===== config.mk =====
export PLATFORM = sky130hd
export DESIGN_NAME = ssb_arbiter
export DESIGN_NICKNAME = d
export VERILOG_FILES = /design/src/rtl/ssb_arbiter.sv
export SDC_FILE = /design/constraint.sdc
export NUM_CORES = 1
export LEC_CHECK = 0
export ABC_AREA = 1
export ABC_CLOCK_PERIOD_IN_PS = 2350
export CORE_AREA = 2 2 139 141
export CTS_BUF_LIST = sky130_fd_sc_hd__clkbuf_4
export DETAILED_ROUTE_END_ITERATION = 16
export DIE_AREA = 0 0 141 143
export PLACE_DENSITY = 0.54
export SYNTH_ARGS = -nofsm -noshare
export SYNTH_HDL_FRONTEND = slang
export SYNTH_SLANG_ARGS = --single-unit
export TNS_END_PERCENT = 30

===== constraint.sdc =====
create_clock -name clk_sys_i -period 2.35 [get_ports clk_sys_i]
set_input_delay 0.47 -clock clk_sys_i [delete_from_list [all_inputs] [get_ports clk_sys_i]]
set_output_delay 0.47 -clock clk_sys_i [all_outputs]
set_load 0.005 [all_outputs]

===== src/rtl/ssb_arbiter.sv =====
// ============================================================================
//  Module   : ssb_arbiter
//  Purpose  : Shared-system-bus arbiter with an in-order response ID FIFO.
//             Round-robin among hosts 1..NrHosts-1 when SSB_ARB_RR_EN is set.
//  Revision : 1.0 - initial release
// ============================================================================
`default_nettype none

module ssb_arbiter #(
    parameter int NrHosts        = 3,
    parameter int AddrWidth      = 32,
    parameter int DataWidth      = 32,
    parameter int MaxOutstanding = 2
) (
    input  logic                           clk_sys_i,
    input  logic                           rst_sys_i,
    input  logic [NrHosts-1:0]             host_req_i,
    input  logic [NrHosts*AddrWidth-1:0]   host_addr_i,
    input  logic [NrHosts-1:0]             host_we_i,
    input  logic [NrHosts*DataWidth/8-1:0] host_be_i,
    input  logic [NrHosts*DataWidth-1:0]   host_wdata_i,
    output logic [NrHosts-1:0]             host_gnt_o,
    output logic [NrHosts-1:0]             host_rvalid_o,
    output logic [DataWidth-1:0]           host_rdata_o,
    output logic [NrHosts-1:0]             host_err_o,
    output logic                           dev_req_o,
    output logic [AddrWidth-1:0]           dev_addr_o,
    output logic                           dev_we_o,
    output logic [DataWidth/8-1:0]         dev_be_o,
    output logic [DataWidth-1:0]           dev_wdata_o,
    input  logic                           dev_gnt_i,
    input  logic                           dev_rvalid_i,
    input  logic [DataWidth-1:0]           dev_rdata_i,
    input  logic                           dev_err_i,
    output logic                           protocol_err_o
);

    localparam int c_ID_W  = (NrHosts > 1) ? $clog2(NrHosts) : 1;
    localparam int c_PTR_W = (MaxOutstanding > 1) ? $clog2(MaxOutstanding) : 1;
    localparam int c_CNT_W = $clog2(MaxOutstanding + 1);
    localparam int c_BE_W  = DataWidth / 8;
    localparam logic [c_CNT_W-1:0] c_MAX_CNT  = c_CNT_W'(MaxOutstanding);
    localparam logic [c_PTR_W-1:0] c_PTR_LAST = c_PTR_W'(MaxOutstanding - 1);

    logic [c_ID_W-1:0]  r_fifo [MaxOutstanding];
    logic [c_PTR_W-1:0] r_wptr;
    logic [c_PTR_W-1:0] r_rptr;
    logic [c_CNT_W-1:0] r_count;
    logic               r_lock;
    logic [c_ID_W-1:0]  r_lock_id;
    logic               r_protocol_err;

    logic [c_ID_W-1:0]  w_pick;
    logic [c_ID_W-1:0]  w_sel;
    logic [c_ID_W-1:0]  w_head;
    logic               w_any_req;
    logic               w_fields_en;
    logic               w_hs;
    logic               w_pop;
    logic               w_drop;

`ifdef SSB_ARB_RR_EN
    logic [c_ID_W-1:0]  r_rr_ptr;

    // Host 0 always wins; the rest are searched cyclically from the pointer.
    always_comb begin : p_pick
        int   v_start;
        int   v_idx;
        logic v_found;
        w_pick  = '0;
        v_found = host_req_i[0];
        v_start = (r_rr_ptr == '0) ? 1 : int'(r_rr_ptr);
        for (int k = 0; k < NrHosts - 1; k++) begin
            v_idx = v_start + k;
            if (v_idx >= NrHosts) begin
                v_idx = v_idx - (NrHosts - 1);
            end
            if (!v_found && host_req_i[v_idx]) begin
                w_pick  = c_ID_W'(v_idx);
                v_found = 1'b1;
            end
        end
    end

    always_ff @(posedge clk_sys_i) begin
        if (rst_sys_i) begin
            r_rr_ptr <= '0;
        end else if (w_hs && (w_sel != '0)) begin
            r_rr_ptr <= (w_sel == c_ID_W'(NrHosts - 1)) ? c_ID_W'(1) : w_sel + c_ID_W'(1);
        end
    end
`else
    always_comb begin
        w_pick = '0;
        for (int i = NrHosts - 1; i >= 0; i--) begin
            if (host_req_i[i]) begin
                w_pick = c_ID_W'(i);
            end
        end
    end
`endif

    assign w_sel       = r_lock ? r_lock_id : w_pick;
    assign w_head      = r_fifo[r_rptr];
    assign w_any_req   = |host_req_i;
    assign w_fields_en = w_any_req & ~rst_sys_i;

    // A response in the same cycle frees the slot the new grant would use.
    assign dev_req_o = w_fields_en & ((r_count < c_MAX_CNT) | dev_rvalid_i);
    assign w_hs      = dev_req_o & dev_gnt_i;
    assign w_pop     = ~rst_sys_i & dev_rvalid_i & (r_count != '0);
    assign w_drop    = ~rst_sys_i & dev_rvalid_i & (r_count == '0);

    assign dev_addr_o  = w_fields_en ? host_addr_i[w_sel*AddrWidth +: AddrWidth] : '0;
    assign dev_we_o    = w_fields_en ? host_we_i[w_sel] : 1'b0;
    assign dev_be_o    = w_fields_en ? host_be_i[w_sel*c_BE_W +: c_BE_W] : '0;
    assign dev_wdata_o = w_fields_en ? host_wdata_i[w_sel*DataWidth +: DataWidth] : '0;

    assign host_gnt_o     = w_hs  ? (NrHosts'(1) << w_sel)  : '0;
    assign host_rvalid_o  = w_pop ? (NrHosts'(1) << w_head) : '0;
    assign host_err_o     = (w_pop & dev_err_i) ? (NrHosts'(1) << w_head) : '0;
    assign host_rdata_o   = dev_rdata_i;
    assign protocol_err_o = r_protocol_err;

    always_ff @(posedge clk_sys_i) begin
        if (rst_sys_i) begin
            for (int i = 0; i < MaxOutstanding; i++) begin
                r_fifo[i] <= '0;
            end
            r_wptr         <= '0;
            r_rptr         <= '0;
            r_count        <= '0;
            r_lock         <= 1'b0;
            r_lock_id      <= '0;
            r_protocol_err <= 1'b0;
        end else begin
            if (w_hs) begin
                r_fifo[r_wptr] <= w_sel;
                r_wptr         <= (r_wptr == c_PTR_LAST) ? '0 : r_wptr + c_PTR_W'(1);
            end
            if (w_pop) begin
                r_rptr <= (r_rptr == c_PTR_LAST) ? '0 : r_rptr + c_PTR_W'(1);
            end
            case ({w_hs, w_pop})
                2'b10:   r_count <= r_count + c_CNT_W'(1);
                2'b01:   r_count <= r_count - c_CNT_W'(1);
                default: r_count <= r_count;
            endcase
            // A stalled request keeps its selection until the device takes it.
            if (w_hs) begin
                r_lock <= 1'b0;
            end else if (dev_req_o) begin
                r_lock    <= 1'b1;
                r_lock_id <= w_sel;
            end
            if (w_drop) begin
                r_protocol_err <= 1'b1;
            end
        end
    end

endmodule

`default_nettype wire


==> impl_metrics.tcl <==
set metrics [dict create \
    layout_setup_ws_ns 0.07844 \
    drt_wl_total_mm 20.44 \
    number_of_nets_in_the_finished_design 1221 \
    timing.hold.worst.class "reg2reg" \
    dr_total_vias 5501 \
    worstSkewPairLatency_ns 0.27 \
    clock_power_share_pct 7.3 \
    floorplan.die.height_microns 143 \
    tightestPinTransition_ns 0.3946 \
    clock_skew_ns 0.0009880 \
    tritoncts "done" \
    drt_iter0_markers 278 \
    rsz0062_at_grt "true" \
    non_filler_instance_count_after_layout 1206 \
    grt_first_pass_wirelength_mm 30.71 \
    synth_area_per_cell_sq_um 5.113 \
    dp_slack_ns -0.5864 \
    maxSlewViolCount 0 \
    clk_path_buf_depth 2 \
    floorplan.io_pins 359 \
    place.detailed.hpwl_mm 13.47 \
    inserted_clock_buffers 3 \
    grt_max_degree 70 \
    cp-start-kind "input pin" \
    crit_required_ns 1.88 \
    synth_enable_flop_cells 4 \
    place_congestion 0.8249 \
    placement.cell_area_sq_um 6716 \
    number_of_antenna_violations_at_the_first_check_in_global_routing 0 \
    synth_seq_area_share_pct 8.727 \
    arrival_time_worst_endpoint_ns 1.80 \
    post-route-min-period_ns 2.272 \
    timing.slew.headroom_pct 73.42 \
    dieArea_sq_um 20160 \
    post_synth_design_cell_area_sq_um 3441 \
    cts_root_buf "sky130_fd_sc_hd__clkbuf_4" \
    async_flop_share_pct 0 \
    final-hold-violation-count 0 \
    detail_route.first_pass.iterations 4 \
    initial_core_util_pct 18.52 \
    synth_seq_cells 13 \
    ys.warnings.count 0 \
    fraction_of_power_consumed_by_sequential_logic_pct 12.6 \
    grtUsageTotal_pct 19.48 \
    path_clk_slew_ns 0.08 \
    peakVddDrop_mv 0.1220 \
    intPower_uw 1256 \
    cts_num_sinks 13 \
    diodes 0 \
    remaining_overflow_grt 0 \
    placed_cells 1158 \
    crit_path_end_kind "primary output" \
    p_sw_share_pct 39.22 \
    final_core_util_pct 40.43 \
    period_share_pct 96.66 \
    multiInputGateArea_sq_um 2312 \
    critical_path_peak_fanout 8 \
    static-leakage-power_uw 0.003769 \
    detail_route.vias_per_cell 4.561 \
    syn2layout_area_growth_pct 118.3 \
    max_freq_mhz 440.2 \
    share_of_layout_cells_above_drive_strength_1_pct 22.43 \
    final.fill_count 2026 \
    detail-route-antenna-nets 0 \
    port-buffer-count 294 \
    cts.htree.levels 1 \
    vias_in_the_first_global_route 5379 \
    netlist-cell-type-count 22 \
    worstSetupPathType "in2out" \
    synth.net_count 921 \
    setup_viol 0 \
    site_row_count 50 \
    coreArea_sq_um 18580 \
    comb_power_share_pct 80.0 \
    die_x_microns 141 \
    cap_viol_max_count 0 \
    detail_route.wl_per_cell_microns 16.94 \
    power_density_nw_per_um2 275.1 \
    sequential_cell_area_sq_um 304.0 \
    totalNegativeSetupSlack_ns 0 \
    netSwitchingPower_uw 810.6 \
    ys.flop_type "sky130_fd_sc_hd__dfxtp_1" \
    drc 0 \
    outcome "complete, no violations" \
    final_area_sq_um 7512 \
    syn_inst 673 \
]
-- power groups by stage --
stage / Combinational (uW) / Clock, uW / Sequential [uW]
2_1_floorplan: 598 / 0 / 262
3_3_place_gp: 1420 / 0 / 265
3_5_place_dp: 1420 / 0 / 265
4_1_cts: 1660 / 158 / 260
5_1_grt: 1790 / 170 / 263
6_report: 1650 / 152 / 261
-- state kept, by name (all words and copies together) (netlist names), named ones only --
| signal | count |
|---|---|
| r_lock | 1 |
| r_wptr | 1 |
| r_rptr | 1 |
| r_count | 2 |
| r_lock_id | 2 |
| protocol_err_o | 1 |
| r_fifo | 4 |
-- layer usage --
| layer | GRT usage (%) | part of all wire, % |
|---|---|---|
| met3 | 3.085 | 6.9 |
| met2 | 33.79 | 49 |
| met5 | 0 | 0 |
| met4 | 5.526 | 2.2 |
| met1 | 25.05 | 42 |
-- metrics by stage --
stage	hold WS (ns)	power, uW
global route	0.4606	2227
global placement	0.4355	1682
floorplan	0.4258	859.9
detailed placement	0.4424	1684
CTS	0.4544	2077
finish	0.4493	2067
-- synthesized netlist by cell type, drive strengths merged, types with 2 or more instances --
master / number / area share, %
a21oi: 75 / 11
buf: 65 / 12
clkbuf: 24 / 2.6
dfxtp: 9 / 5.2
edfxtp: 4 / 3.5
inv: 157 / 17
nand2: 28 / 3.3
nand3: 278 / 41
nand4: 2 / 0.55
nor2: 19 / 2.1
nor3: 3 / 0.44
o21ai: 5 / 0.73
-- final cells by class --
cell class	count	share of cell area (%)
sequential	13	4.047
timing repair buffer	384	52.83
inverter	157	8.045
multi-input combinational	414	30.78
tap	234	3.897
clock buffer	4	0.3997
-- cells in the final DEF (no fill, tap or decap), types with 5 or more instances in the layout --
master / n
sky130_fd_sc_hd__clkdlybuf4s15_2: 7
sky130_fd_sc_hd__buf_16: 11
sky130_fd_sc_hd__clkdlybuf4s50_1: 212
sky130_fd_sc_hd__a21oi_2: 25
sky130_fd_sc_hd__nor2_1: 17
sky130_fd_sc_hd__buf_2: 51
sky130_fd_sc_hd__a21oi_1: 50
sky130_fd_sc_hd__nand3_1: 259
sky130_fd_sc_hd__buf_6: 9
sky130_fd_sc_hd__dfxtp_1: 8
sky130_fd_sc_hd__dlygate4sd2_1: 12
sky130_fd_sc_hd__nand3_2: 16
sky130_fd_sc_hd__clkbuf_2: 5
sky130_fd_sc_hd__buf_4: 40
sky130_fd_sc_hd__nand2_1: 20
sky130_fd_sc_hd__o21ai_0: 5
sky130_fd_sc_hd__buf_12: 24
sky130_fd_sc_hd__clkdlybuf4s15_1: 6
sky130_fd_sc_hd__inv_1: 153
-- critical path, cell delays in order --
cell and delay, ns:
sky130_fd_sc_hd__dlygate4sd2_1 0.24, sky130_fd_sc_hd__inv_2 0.06, sky130_fd_sc_hd__nor2_2 0.03, sky130_fd_sc_hd__nand2_2 0.10, sky130_fd_sc_hd__nand2_8 0.11, sky130_fd_sc_hd__clkinv_8 0.09, sky130_fd_sc_hd__buf_8 0.12, sky130_fd_sc_hd__buf_12 0.14
sky130_fd_sc_hd__nand3_1 0.08, sky130_fd_sc_hd__a21oi_2 0.13, sky130_fd_sc_hd__clkdlybuf4s15_2 0.22
-- logic make-up after synthesis --
family	count (synthesis)	synth area share, %
multiplexers	1	0.2909
buffers and inverters	246	31.67
AND/OR/NAND/NOR	331	47.09
AO/OA/AOI/OAI	81	11.85
flip-flops	13	8.727
adder cells (fa/ha/maj)	1	0.3636
-- worst paths after layout --
path,end,cells after the start,slack (ns),start
setup / recovery,dev_wdata_o[15],11,0.08,host_req_i[2]
hold / removal,r_rptr$_SDFFE_PP0P_,1,0.45,r_rptr$_SDFFE_PP0P_
setup reg to reg,r_count[1]$_SDFFE_PP0P_,8,0.75,r_count[1]$_SDFFE_PP0P_
hold reg to reg,r_rptr$_SDFFE_PP0P_,1,0.45,r_rptr$_SDFFE_PP0P_
-- timing repair --
item                                    4_1_cts  5_1_grt
endpoints found under the setup margin       79       75
gates cloned                                 13        0
hold buffers                                  0        0
pin swaps                                    38       10
buffers inserted                             33        0
gates resized for setup                     330       33
Note: power is estimated with default switching activity, not from simulation.
